### config.mk
export PLATFORM = sky130hd
export DESIGN_NAME = vliw_fwd_scoreboard
export DESIGN_NICKNAME = d
export VERILOG_FILES = /design/src/rtl/vliw_fwd_scoreboard.sv
export SDC_FILE = /design/constraint.sdc
export NUM_CORES = 1
export LEC_CHECK = 0
export CAP_MARGIN = 10
export CORE_AREA = 2 2 79 81
export DETAILED_ROUTE_END_ITERATION = 16
export DIE_AREA = 0 0 81 83
export PLACE_DENSITY = 0.87
export SLEW_MARGIN = 0
export SYNTH_ARGS = -nofsm -noshare
export SYNTH_HDL_FRONTEND = slang
export SYNTH_SLANG_ARGS = --single-unit
### constraint.sdc
create_clock -name clk -period 6.35 [get_ports clk]
set_input_delay 0.9525 -clock clk [delete_from_list [all_inputs] [get_ports clk]]
set_output_delay 0.9525 -clock clk [all_outputs]
set_load 0.05 [all_outputs]
### src/rtl/vliw_fwd_scoreboard.sv
// Forwarding/hazard unit beside decode: tracks in-flight destinations per stage and slot,
// produces per-source bypass selects, a load-use stall request and a saturating stall counter.
module vliw_fwd_scoreboard #(
   parameter int SLOTS = 2,
   parameter int NSRC  = 2,
   parameter int DEPTH = 2,
   parameter int REG_W = 5,
   parameter int SEL_W = $clog2(DEPTH*SLOTS+1),
   parameter int CNT_W = 16
) (
   input  logic                         clk,
   input  logic                         rst_n,
   input  logic                         id_valid,
   input  logic [SLOTS*NSRC*REG_W-1:0]  id_src,
   input  logic [SLOTS*NSRC-1:0]        id_src_used,
   input  logic [SLOTS*REG_W-1:0]       id_dst,
   input  logic [SLOTS-1:0]             id_regwr,
   input  logic [SLOTS-1:0]             id_load,
   input  logic                         freeze,
   input  logic                         flush,
   output logic [SLOTS*NSRC*SEL_W-1:0]  fwd_sel,
   output logic                         lu_stall,
   output logic [CNT_W-1:0]             stall_cnt
);

   // Index 0 is EX (stage 1); index DEPTH-1 is the last stage before writeback.
   logic [DEPTH-1:0][SLOTS-1:0]            ent_valid;
   logic [DEPTH-1:0][SLOTS-1:0]            ent_regwr;
   logic [DEPTH-1:0][SLOTS-1:0]            ent_load;
   logic [DEPTH-1:0][SLOTS-1:0][REG_W-1:0] ent_dst;

   logic lu_hit;

   // Scan oldest to youngest, low slot to high, so the last match (youngest, highest slot) sticks.
   function automatic logic [SEL_W-1:0] pick_sel(input logic [REG_W-1:0] src, input logic used);
      logic [SEL_W-1:0] sel;
      sel = '0;
      for (int k = DEPTH-1; k >= 0; k--) begin
         for (int s = 0; s < SLOTS; s++) begin
            if (used && (src != '0) && ent_valid[k][s] && ent_regwr[k][s] &&
                (ent_dst[k][s] == src) && !((k == 0) && ent_load[k][s]))
               sel = SEL_W'(1 + k*SLOTS + s);
         end
      end
      return sel;
   endfunction

   always_comb begin
      fwd_sel = '0;
      for (int i = 0; i < SLOTS*NSRC; i++)
         fwd_sel[i*SEL_W +: SEL_W] = pick_sel(id_src[i*REG_W +: REG_W], id_src_used[i]);
   end

   always_comb begin
      lu_hit = 1'b0;
      for (int i = 0; i < SLOTS*NSRC; i++) begin
         for (int s = 0; s < SLOTS; s++) begin
            if (id_src_used[i] && (id_src[i*REG_W +: REG_W] != '0) &&
                ent_valid[0][s] && ent_regwr[0][s] && ent_load[0][s] &&
                (ent_dst[0][s] == id_src[i*REG_W +: REG_W]))
               lu_hit = 1'b1;
         end
      end
   end

   assign lu_stall = id_valid & ~flush & lu_hit;

   always_ff @(posedge clk or negedge rst_n) begin
      if (!rst_n) begin
         ent_valid <= '0;
         ent_regwr <= '0;
         ent_load  <= '0;
         ent_dst   <= '0;
         stall_cnt <= '0;
      end else if (!freeze) begin
         for (int k = 1; k < DEPTH; k++) begin
            ent_valid[k] <= ent_valid[k-1];
            ent_regwr[k] <= ent_regwr[k-1];
            ent_load[k]  <= ent_load[k-1];
            ent_dst[k]   <= ent_dst[k-1];
         end
         // A stalled or flushed bundle must not enter EX; decode re-presents it next cycle.
         if (flush || lu_stall) begin
            ent_valid[0] <= '0;
            ent_regwr[0] <= '0;
            ent_load[0]  <= '0;
            ent_dst[0]   <= '0;
         end else begin
            for (int s = 0; s < SLOTS; s++) begin
               ent_valid[0][s] <= id_valid;
               ent_regwr[0][s] <= id_regwr[s];
               ent_load[0][s]  <= id_load[s];
               ent_dst[0][s]   <= id_dst[s*REG_W +: REG_W];
            end
         end
         if (lu_stall && (stall_cnt != '1))
            stall_cnt <= stall_cnt + 1'b1;
      end
   end

endmodule

==> results.md, run 1 <==
* Fin crit period at 4.87 ns
* 1st-iter DRT viols at 145
* Async SR Flop Fraction at 100%
* Via density at 5.74
* Non-Filler Instances at 440
* Largest net degree at the start of global routing at 45
* Max VDD drop at 0.129 mV
* Slew Limit Fails at 0
* CP max-delay cell: clkdlybuf4s50_1
* Sequential share of the synthesized area at 35.1%
* Post_cts resized at 0
* Hold Crit Endpoint: stall_cnt[12]
* Cts hold-fix bufs at 0
* Setup violations, final at 0
* Initial antenna violation count at 0
* Root Driver: clkbuf_8
* Grt met3 use at 3.80%
* Yosys cell types at 38
* Row cnt at 28
* Pleak at 1.49 nW
* TritonCTS clock tree: yes
* RePlAce Congestion at 0.974
* Top-count cell post-synth: xnor2_1
* Layout area overhead at 22.6%
* Critical Path End Type: output port
* Worst path most repeated cell: clkdlybuf4s50_1
* Num CTS Buffers at 5
* Synth warnings at 0
* PwrDens at 178 mW/mm²
* FMAX at 205 MHz
* Worst hold slack at 0.495 ns
* Core Util, Final at 66.1%
* GRT Util Overall at 24.8%
* Worst Path Required at 5.40 ns
* H-tree Lvls at 2
* Synth area leader: dfrtp_1
* M1 GR Usage at 31.5%
* Final worst path period share at 76.7%
* Yosys top cell area share at 35.1%
* Primary FF master, synth: dfrtp_1
* Most crowded layer after global routing: met2
* Reg2reg start: ent_dst[6]
* Via count at 2,527
* Core area at 0.00582 mm²
* GRT overflow at 0
* Status: complete, no violations
* Clock-pin slew on the worst setup and hold paths at 0.08 ns
* # port buffers at 71
* Vias in the first global route at 2,617
* Syn Inst Count at 331
* Slew headroom at 25.8%
* Max stage delay on crit path at 0.69 ns
* Initial core utilization at 53.9%
* ANT cells at 0
* Global Route met2 Usage at 41.7%
* Worst r2r path cells at 6
* Crit path launch type: input pin
* Final total power at 0.000685 W
* Setup TNS at 0 ns
* Worst slew pin tran at 1.11 ns
* Max-cap violations at 0
* Syn Area/Cell at 9.47 µm²
* RSZ-0062 raised after global routing: no
* Crit Path Class: in -> out
* HP Class: reg -> reg
* Share of cells above drive strength 1 at 8.49%
* Clock latency on the worst-skew pair at 0.29 ns
* RR Endpoint: stall_cnt[1]
* Die W at 81 µm
* Pre-antenna DRT Iters at 4
* Post-Syn Nets at 375
* Clock skew at 0.0100 ns
* Die height at 83 µm
* Drt total wl at 7.96 mm
* Filler cells at 497
* Commonest cells post-synth: xnor2_1, dfrtp_1, clkbuf_1, nand4_1, xor2_1
* Routed WL per cell at 18.1 µm
* Hold Path Origin: stall_cnt[12]
* Post-CTS Setup Inserts at 0
* CP cell instances: clkdlybuf4s50_1 -> or4_4 -> o21ai_2 -> nor4_1 -> o41ai_2 -> nand2_2 -> nand2_1 -> nor2_1 -> clkdlybuf4s50_1
* # DRC at 0
* Final hold violation count at 0
* Mapped cell area at 0.00314 mm²
* HPWL Detailed at 6.04 mm
* Reg2Reg Setup Slack at 3.60 ns
* EDFF count, synth at 0
* Sink Count at 44
* Synth top area cells: dfrtp_1, xnor2_1, xor2_1, mux2_2, nand4_1
* Crit path DAT at 3.92 ns
* Hold depth at 1
* # IOs at 72
* Cells after DPL at 432
* Final #Nets at 408
* #FFs+latches synth at 44
* Post-route ant nets at 0
* Worst Path Max Fanout at 5
* DIE AREA at 0.00672 mm²
* First-pass GRT wire length at 12.9 mm
* Clock Path Buffers at 2
## report_power, final
part / switching [W] / internal [W] / leakage (nW)
logic: 0.0000620 / 0.0000828 / 0.844
registers: 0.0000386 / 0.000296 / 0.588
clock network: 0.0000891 / 0.000117 / 0.0552
## how the worst max path moves through the flow
stage | from | end | slack [ns]
2_1_floorplan | id_src[17] | fwd_sel[11] | 1.93
3_3_place_gp | id_src[16] | lu_stall | 1.59
3_5_place_dp | id_src[17] | lu_stall | 1.52
4_1_cts | id_src[17] | lu_stall | 1.51
5_1_grt | id_src[12] | lu_stall | 1.35
6_report | id_src[17] | lu_stall | 1.48
## cells in the final DEF, fill, tap and decap left out, types with 2 or more instances in the layout
| master | instances |
|---|---|
| a21oi_1 | 3 |
| a22o_1 | 14 |
| and2_1 | 2 |
| and3_1 | 4 |
| clkbuf_8 | 5 |
| clkdlybuf4s50_1 | 70 |
| dfrtp_1 | 44 |
| inv_1 | 7 |
| mux2_2 | 13 |
| nand2_1 | 14 |
| nand2b_1 | 3 |
| nand3_1 | 10 |
| nand4_1 | 21 |
| nor2_1 | 5 |
| nor2b_1 | 6 |
| nor3_1 | 7 |
| nor4_1 | 12 |
| o21ai_0 | 2 |
| o21ai_1 | 3 |
| o21bai_1 | 3 |
| o41ai_2 | 2 |
| or4_1 | 3 |
| or4_4 | 2 |
| xnor2_1 | 74 |
| xor2_1 | 21 |
## worst max-delay path: cells and delay by family
kind                   cells  cell delay, ns
and+or+nand+nor            5            1.04
AOI/OAI and AO/OA          2            0.70
buffers and inverters      2            1.24
## layer usage
metal / part of all wire (%) / routed length, µm
met4: 3.1 / 250
met3: 6.5 / 516
met1: 42 / 3310
met2: 49 / 3870
met5: 0 / 0
## cell families after synthesis
group / Yosys count / synth area share, %
xor gates and xnor gates: 95 / 26.5
AOI/OAI and AO/OA: 33 / 9.14
and+or+nand+nor: 92 / 16.6
muxes: 14 / 5.03
DFF: 44 / 35.1
buffers and inverters: 52 / 7.14
adders and majority gates: 1 / 0.399
## registers in the layout, indices dropped and copies added, names as in the netlist
signal     flops
ent_dst       20
stall_cnt     16
ent_regwr      4
ent_load       2
ent_valid      2
## cell type report
cell class,count,area (µm²),area share [%]
clock buffers,6,72.6,1.89
repair buffers,71,706,18.4
multi-input cells,235,1810,47.1
well taps,75,93.8,2.44
clock inverters,2,35.0,0.911
flip-flops and latches,44,1100,28.6
inverters,7,26.3,0.683
## through the flow
| stage | cell area [µm²] | setup WS, ns |
|---|---|---|
| floorplan | 3140 | 1.93 |
| global placement | 3740 | 1.59 |
| detailed placement | 3740 | 1.52 |
| CTS | 3840 | 1.51 |
| global route | 3840 | 1.35 |
| finish | 3840 | 1.48 |
Note: power is estimated with default switching activity, not from simulation.
==> run 2, diff against run 1 <==
Settings changed: CORE_AREA 2 2 79 81 to 2 2 82 84, DIE_AREA 0 0 81 83 to 0 0 84 86, PLACE_DENSITY 0.87 to 0.81.
Clock period 6.35 ns to 4.83 ns, I/O delays scaled along.
==> run 2 against run 1 <==
  * Critical path depth did not move
  * Highest routed layer unchanged
  * Setup slack got worse by 1.0 ns
  * Clock skew fell by 0.0038 ns
  * Combinational power rose by 32%
  * Clock-buffer cell count did not move
  * Cell count rose by 0.91%
  * Final area rose by 0.46%
==> results.md, run 2 (synthesized netlist as in run 1, its figures left out) <==
* Setup violations, final at 0 (unchanged)
* Crit path launch type: input pin
* # IOs at 72 (unchanged)
* Drt total wl at 8.13 mm (+2.1%)
* Core Util, Final at 61.5% (-4.6 points)
* Initial core utilization at 50.0% (-4.0 points)
* Row cnt at 29 (+3.6%)
* Status: complete, no violations
* Reg2reg start: ent_dst[6]
* Filler cells at 543 (+9.3%)
* # DRC at 0 (unchanged)
* Internal cell power at 0.000653 W (+32%)
* Post_cts resized at 0 (unchanged)
* TritonCTS clock tree: yes
* Root Driver: clkbuf_8
* Die height at 86 µm (+3.6%)
* Pre-CTS setup slack at 0.433 ns (-1.09 ns)
* Share of cells above drive strength 1 at 8.99% (+0.50 points)
* H-tree Lvls at 2 (unchanged)
* RSZ-0062 raised after global routing: no
* Clock latency on the worst-skew pair at 0.30 ns (about the same)
* Cts hold-fix bufs at 0 (unchanged)
* Via density at 5.64 (-1.8%)
* FMAX at 228 MHz
* # port buffers at 71 (unchanged)
* Worst r2r path cells at 7 (+1)
* Sequential Power Share at 48.5% (-0.4 points)
* Commonest non-fill, non-tap cells in the layout: xnor2_1, clkdlybuf4s50_1, dfrtp_1, nand4_1, xor2_1
* Reg2Reg Setup Slack at 2.16 ns (-1.44 ns)
* Switching power at 0.000256 W (+35%)
* Worst Path Required at 4.11 ns (-1.29 ns)
* Routed WL per cell at 18.3 µm (+1.2%)
* Largest registers: ent_dst (20), stall_cnt (16), ent_regwr (4)
* Vias in the first global route at 2,598 (-0.73%)
* Crit path capture: lu_stall
* DIE AREA at 0.00722 mm² (+7.5%)
* Critical path origin: id_src[16]
* Slew Limit Fails at 0 (unchanged)
* Num CTS Buffers at 5 (unchanged)
* Logic pwr share at 21.0% (about the same)
* CP cell instances: clkdlybuf4s50_1 -> or4_4 -> o21ai_2 -> nor4_1 -> o41ai_2 -> nand2_2 -> nand2_1 -> nor2_1 -> clkdlybuf4s50_1
* Most common cell after layout, fill and taps aside: xnor2_1
* Final total power at 0.000909 W (+33%)
* Post-route ant nets at 0 (unchanged)
* Worst slew pin tran at 0.949 ns (-0.160 ns)
* RR Endpoint: stall_cnt[13]
* Worst path most repeated cell: clkdlybuf4s50_1
* Max VDD drop at 0.299 mV (+130%)
* Post-CTS Setup Inserts at 0 (unchanged)
* Pre-antenna DRT Iters at 4 (unchanged)
* Clock skew at 0.00618 ns (-0.00383 ns)
* Max stage delay on crit path at 0.70 ns (about the same)
* GRT overflow at 0 (unchanged)
* Clk pwr share at 30.5% (+0.5 points)
* Pleak at 1.50 nW (+0.65%)
* Layout area overhead at 23.2%
* HP Class: reg -> reg
* Critical Path End Type: output port
* Worst Path Max Fanout at 5 (unchanged)
* Fin worst setup slack at 0.435 ns (-1.04 ns)
* First-pass GRT wire length at 13.3 mm (+2.5%)
* CP max-delay cell: clkdlybuf4s50_1
* Die W at 84 µm (+3.7%)
* 1st-iter DRT viols at 92 (-37%)
* GRT Util Overall at 23.5% (-1.3 points)
* Largest net degree at the start of global routing at 45 (unchanged)
* Via count at 2,505 (-0.87%)
* Core area at 0.00628 mm² (+7.9%)
* Final #Nets at 410 (+0.49%)
* Clock Path Buffers at 2 (unchanged)
* Slew headroom at 36.7% (+11 points)
* RePlAce Congestion at 0.948 (-2.6%)
* Initial antenna violation count at 0 (unchanged)
* Crit Path Class: in -> out
* Crit path DAT at 3.67 ns (-0.25 ns)
* Top reg by flops: ent_dst
* Final hold violation count at 0 (unchanged)
* Max reg flops at 20 (unchanged)
* Final worst path period share at 91.0%
* Sw Share at 28.2% (+0.50 points)
* Fin crit period at 4.40 ns
* ANT cells at 0 (unchanged)
* Max-cap violations at 0 (unchanged)
* Clock-pin slew on the worst setup and hold paths at 0.08 ns (about the same)
* Sink Count at 44 (unchanged)
* Setup TNS at 0 ns (unchanged)
* HPWL Detailed at 6.19 mm (+2.4%)
* PwrDens at 235 mW/mm² (+32%)
run 2: changes by cell type in the layout (fill, tap and decap cells not counted):
cell,change
buf_4,+2
run 2: metrics by stage:
stage          cell area [µm²]  std cells  hold slack (ns)
5_1_grt                   3860        444            0.510
6_report                  3860        444            0.498
3_3_place_gp              3750        436            0.483
2_1_floorplan             3140        331            0.429
3_5_place_dp              3750        436            0.494
4_1_cts                   3860        444            0.500
run 2: cell type report:
type / instances / area [µm²] / area share [%]
flip-flops and latches: 44 / 1100 / 28.5
clock buffers: 6 / 72.6 / 1.88
multi-input cells: 235 / 1810 / 46.9
inverters: 7 / 26.3 / 0.680
clock inverters: 2 / 35.0 / 0.907
repair buffers: 73 / 721 / 18.7
well taps: 77 / 96.3 / 2.49
run 2: worst min-delay path by stage:
stage | start | end | slack [ns] | cells past startpoint
finish | stall_cnt[14] | stall_cnt[14] | 0.50 | 1
global route | stall_cnt[14] | stall_cnt[14] | 0.51 | 1
floorplan | rst_n | ent_dst[0] | 0.43 | 0
global placement | stall_cnt[11] | stall_cnt[11] | 0.48 | 1
CTS | stall_cnt[14] | stall_cnt[14] | 0.50 | 1
detailed placement | stall_cnt[11] | stall_cnt[11] | 0.49 | 1
run 2: power groups by stage:
stage / sequential, W / combinational [W] / clock [W]
after floorplan: 0.000405 / 0.000166 / 0
after global placement: 0.000447 / 0.000187 / 0
after detailed placement: 0.000447 / 0.000190 / 0
after CTS: 0.000440 / 0.000192 / 0.000283
after global routing: 0.000444 / 0.000209 / 0.000300
final: 0.000441 / 0.000191 / 0.000277
run 2: worst max-delay path: cells and delay by family:
kind | cells | cell delay [ns]
compound gates | 2 | 0.68
simple gates | 5 | 1.03
buf+inv | 2 | 1.24
run 2: per-layer routing:
layer  GRT usage (%)  vias up  routed length (µm)
met5               0        -                   0
met1            30.2     1210                3520
met3            4.14       21                 479
li1                -     1184                   -
met2            38.8       90                3830
met4            10.6        0                 299
==> run 3, diff against run 2 <==
--- a/constraint.sdc
+++ b/constraint.sdc
@@ -3,2 +3,2 @@
 set_output_delay 0.7245 -clock clk [all_outputs]
-set_load 0.05 [all_outputs]
+set_load 0.02 [all_outputs]
==> run 3 against run 2 <==
  * Utilization shrank 0.34 points
  * Setup slack improved by 0.092 ns
  * Clock-buffer cell count rose by 1
  * Largest cell class unchanged
  * Clock power decreased by 16%
  * Flip-flop and latch count is the same
==> results.md, run 3 (synthesized netlist as in run 1, its figures left out) <==
* HP Class: reg -> reg
* Clock skew at 0.00891 ns (+0.00273 ns)
* Setup violations, final at 0 (unchanged)
* Most common cell after layout, fill and taps aside: xnor2_1
* Max VDD drop at 0.171 mV (-43%)
* Multi-input logic area at 0.00181 mm² (unchanged)
* Post-CTS Setup Inserts at 0 (unchanged)
* Final hold violation count at 0 (unchanged)
* Vias in the first global route at 2,693 (+3.7%)
* Max-cap violations at 0 (unchanged)
* HPWL Detailed at 6.38 mm (+3.1%)
* Crit path DAT at 3.58 ns (-0.09 ns)
* Clock-pin slew on the worst setup and hold paths at 0.07 ns (about the same)
* Storage element area at 0.00110 mm² (unchanged)
* Worst path most repeated cell: clkdlybuf4s50_1
* Setup TNS at 0 ns (unchanged)
* Initial core utilization at 50.0% (unchanged)
* Sink Count at 44 (unchanged)
* RSZ-0062 raised after global routing: no
* Clock latency on the worst-skew pair at 0.29 ns (about the same)
* Critical Path End Type: output port
* ANT cells at 0 (unchanged)
* Row cnt at 29 (unchanged)
* Post_cts resized at 0 (unchanged)
* Final worst path period share at 89.1% (-1.9 points)
* 1st-iter DRT viols at 121 (+32%)
* Worst hold slack at 0.501 ns (+0.00305 ns)
* Die W at 84 µm (unchanged)
* # port buffers at 71 (unchanged)
* Fin crit period at 4.30 ns (-0.0921 ns)
* Root Driver: clkbuf_8
* FMAX at 232 MHz (+2.1%)
* Slew headroom at 37.4% (+0.63 points)
* Worst Path Max Fanout at 5 (unchanged)
* Status: complete, no violations
* Worst Path Required at 4.11 ns (about the same)
* Drt total wl at 8.34 mm (+2.6%)
* Cells after DPL at 435 (-0.23%)
* GRT overflow at 0 (unchanged)
* Die height at 86 µm (unchanged)
* First-pass GRT wire length at 13.7 mm (+3.0%)
* Routed WL per cell at 18.8 µm (+2.8%)
* PwrDens at 225 mW/mm² (-4.2%)
* Clock Path Buffers at 2 (unchanged)
* # DRC at 0 (unchanged)
* Via count at 2,561 (+2.2%)
* Initial antenna violation count at 0 (unchanged)
* Slew Limit Fails at 0 (unchanged)
* Reg2Reg Setup Slack at 2.09 ns (-0.07 ns)
* Post-route ant nets at 0 (unchanged)
* Max reg flops at 20 (unchanged)
* Via density at 5.78 (+2.5%)
* RePlAce Congestion at 0.920 (-2.9%)
* CP cell instances: clkdlybuf4s50_1 -> or4_4 -> o21ai_2 -> nor4_1 -> o41ai_2 -> nand2_2 -> nand2_1 -> nor2_1 -> clkdlybuf4s50_1
* Core area at 0.00628 mm² (unchanged)
* CP delay by family, top: buffers and inverters
* GRT Util Overall at 24.1% (+0.66 points)
* Largest registers: ent_dst (20), stall_cnt (16), ent_regwr (4)
* H-tree Lvls at 2 (unchanged)
* TritonCTS clock tree: yes
* DIE AREA at 0.00722 mm² (unchanged)
* Commonest non-fill, non-tap cells in the layout: xnor2_1, clkdlybuf4s50_1, dfrtp_1, nand4_1, xor2_1
* Pleak at 1.48 nW (-1.0%)
* Worst slew pin tran at 0.940 ns (-0.00951 ns)
* Largest net degree at the start of global routing at 45 (unchanged)
* Non-Filler Instances at 443 (-0.23%)
* Cts hold-fix bufs at 0 (unchanged)
* Top reg by flops: ent_dst
* # IOs at 72 (unchanged)
* Crit path launch type: input pin
* Layout area overhead at 22.5%
* Crit Path Class: in -> out
* Filler cells at 542 (-0.18%)
* Share of cells above drive strength 1 at 8.74% (-0.25 points)
* Pre-antenna DRT Iters at 4 (unchanged)
* Buf/Inv on CP at 2 (unchanged)
* Max stage delay on crit path at 0.57 ns (-0.13 ns)
* CP max-delay cell: or4_4
* Num CTS Buffers at 5 (unchanged)
* Final #Nets at 409 (-0.24%)
## run 3: routing by layer
layer,wire [µm],track usage (%)
met1,3390,30.4
met2,4080,41.0
met3,582,4.14
met4,289,10.6
met5,0,0
## run 3: path summary, 6_finish.rpt
| path | start | to | cells after the start |
|---|---|---|---|
| worst max-delay path | id_src[17] | lu_stall | 9 |
| worst min-delay path | stall_cnt[11] | stall_cnt[11] | 1 |
| worst max register to register | ent_dst[6] | stall_cnt[13] | 7 |
| worst min register to register | stall_cnt[11] | stall_cnt[11] | 1 |
| max in group asynchronous | rst_n | stall_cnt[10] | 1 |
| min in group asynchronous | rst_n | stall_cnt[2] | 1 |
## run 3: area by class of cell
cell class / instances / area share (%)
Clock buffer: 7 / 2.25
Clock inverter: 1 / 0.195
Inverter: 7 / 0.684
Multi-Input combinational cell: 235 / 47.1
Sequential cell: 44 / 28.7
Tap cell: 77 / 2.51
Timing Repair Buffer: 72 / 18.6
## run 3: where the power goes
group          internal (W)  switching (W)  total (W)
Clock              0.000116       0.000116   0.000232
Combinational      0.000109      0.0000831   0.000192
Sequential         0.000389      0.0000514   0.000441
Total              0.000615       0.000251   0.000866
## run 3: worst register-to-register path, delay by kind of cell, from the launching register on
family	cells	cell delay (ns)
simple gates	3	0.85
compound gates	2	0.84
flops	1	0.52
xor+xnor	2	0.43
## run 3: per-stage QoR
stage          utilization (%)  area [µm²]  power, W  setup WS, ns
4_1_cts                   61.2        3840  0.000871         0.551
3_3_place_gp              59.7        3750  0.000632         0.677
3_5_place_dp              59.7        3750  0.000639         0.569
5_1_grt                   61.2        3840  0.000910         0.460
2_1_floorplan                -        3140  0.000570          1.69
6_report                  61.2        3840  0.000866         0.527
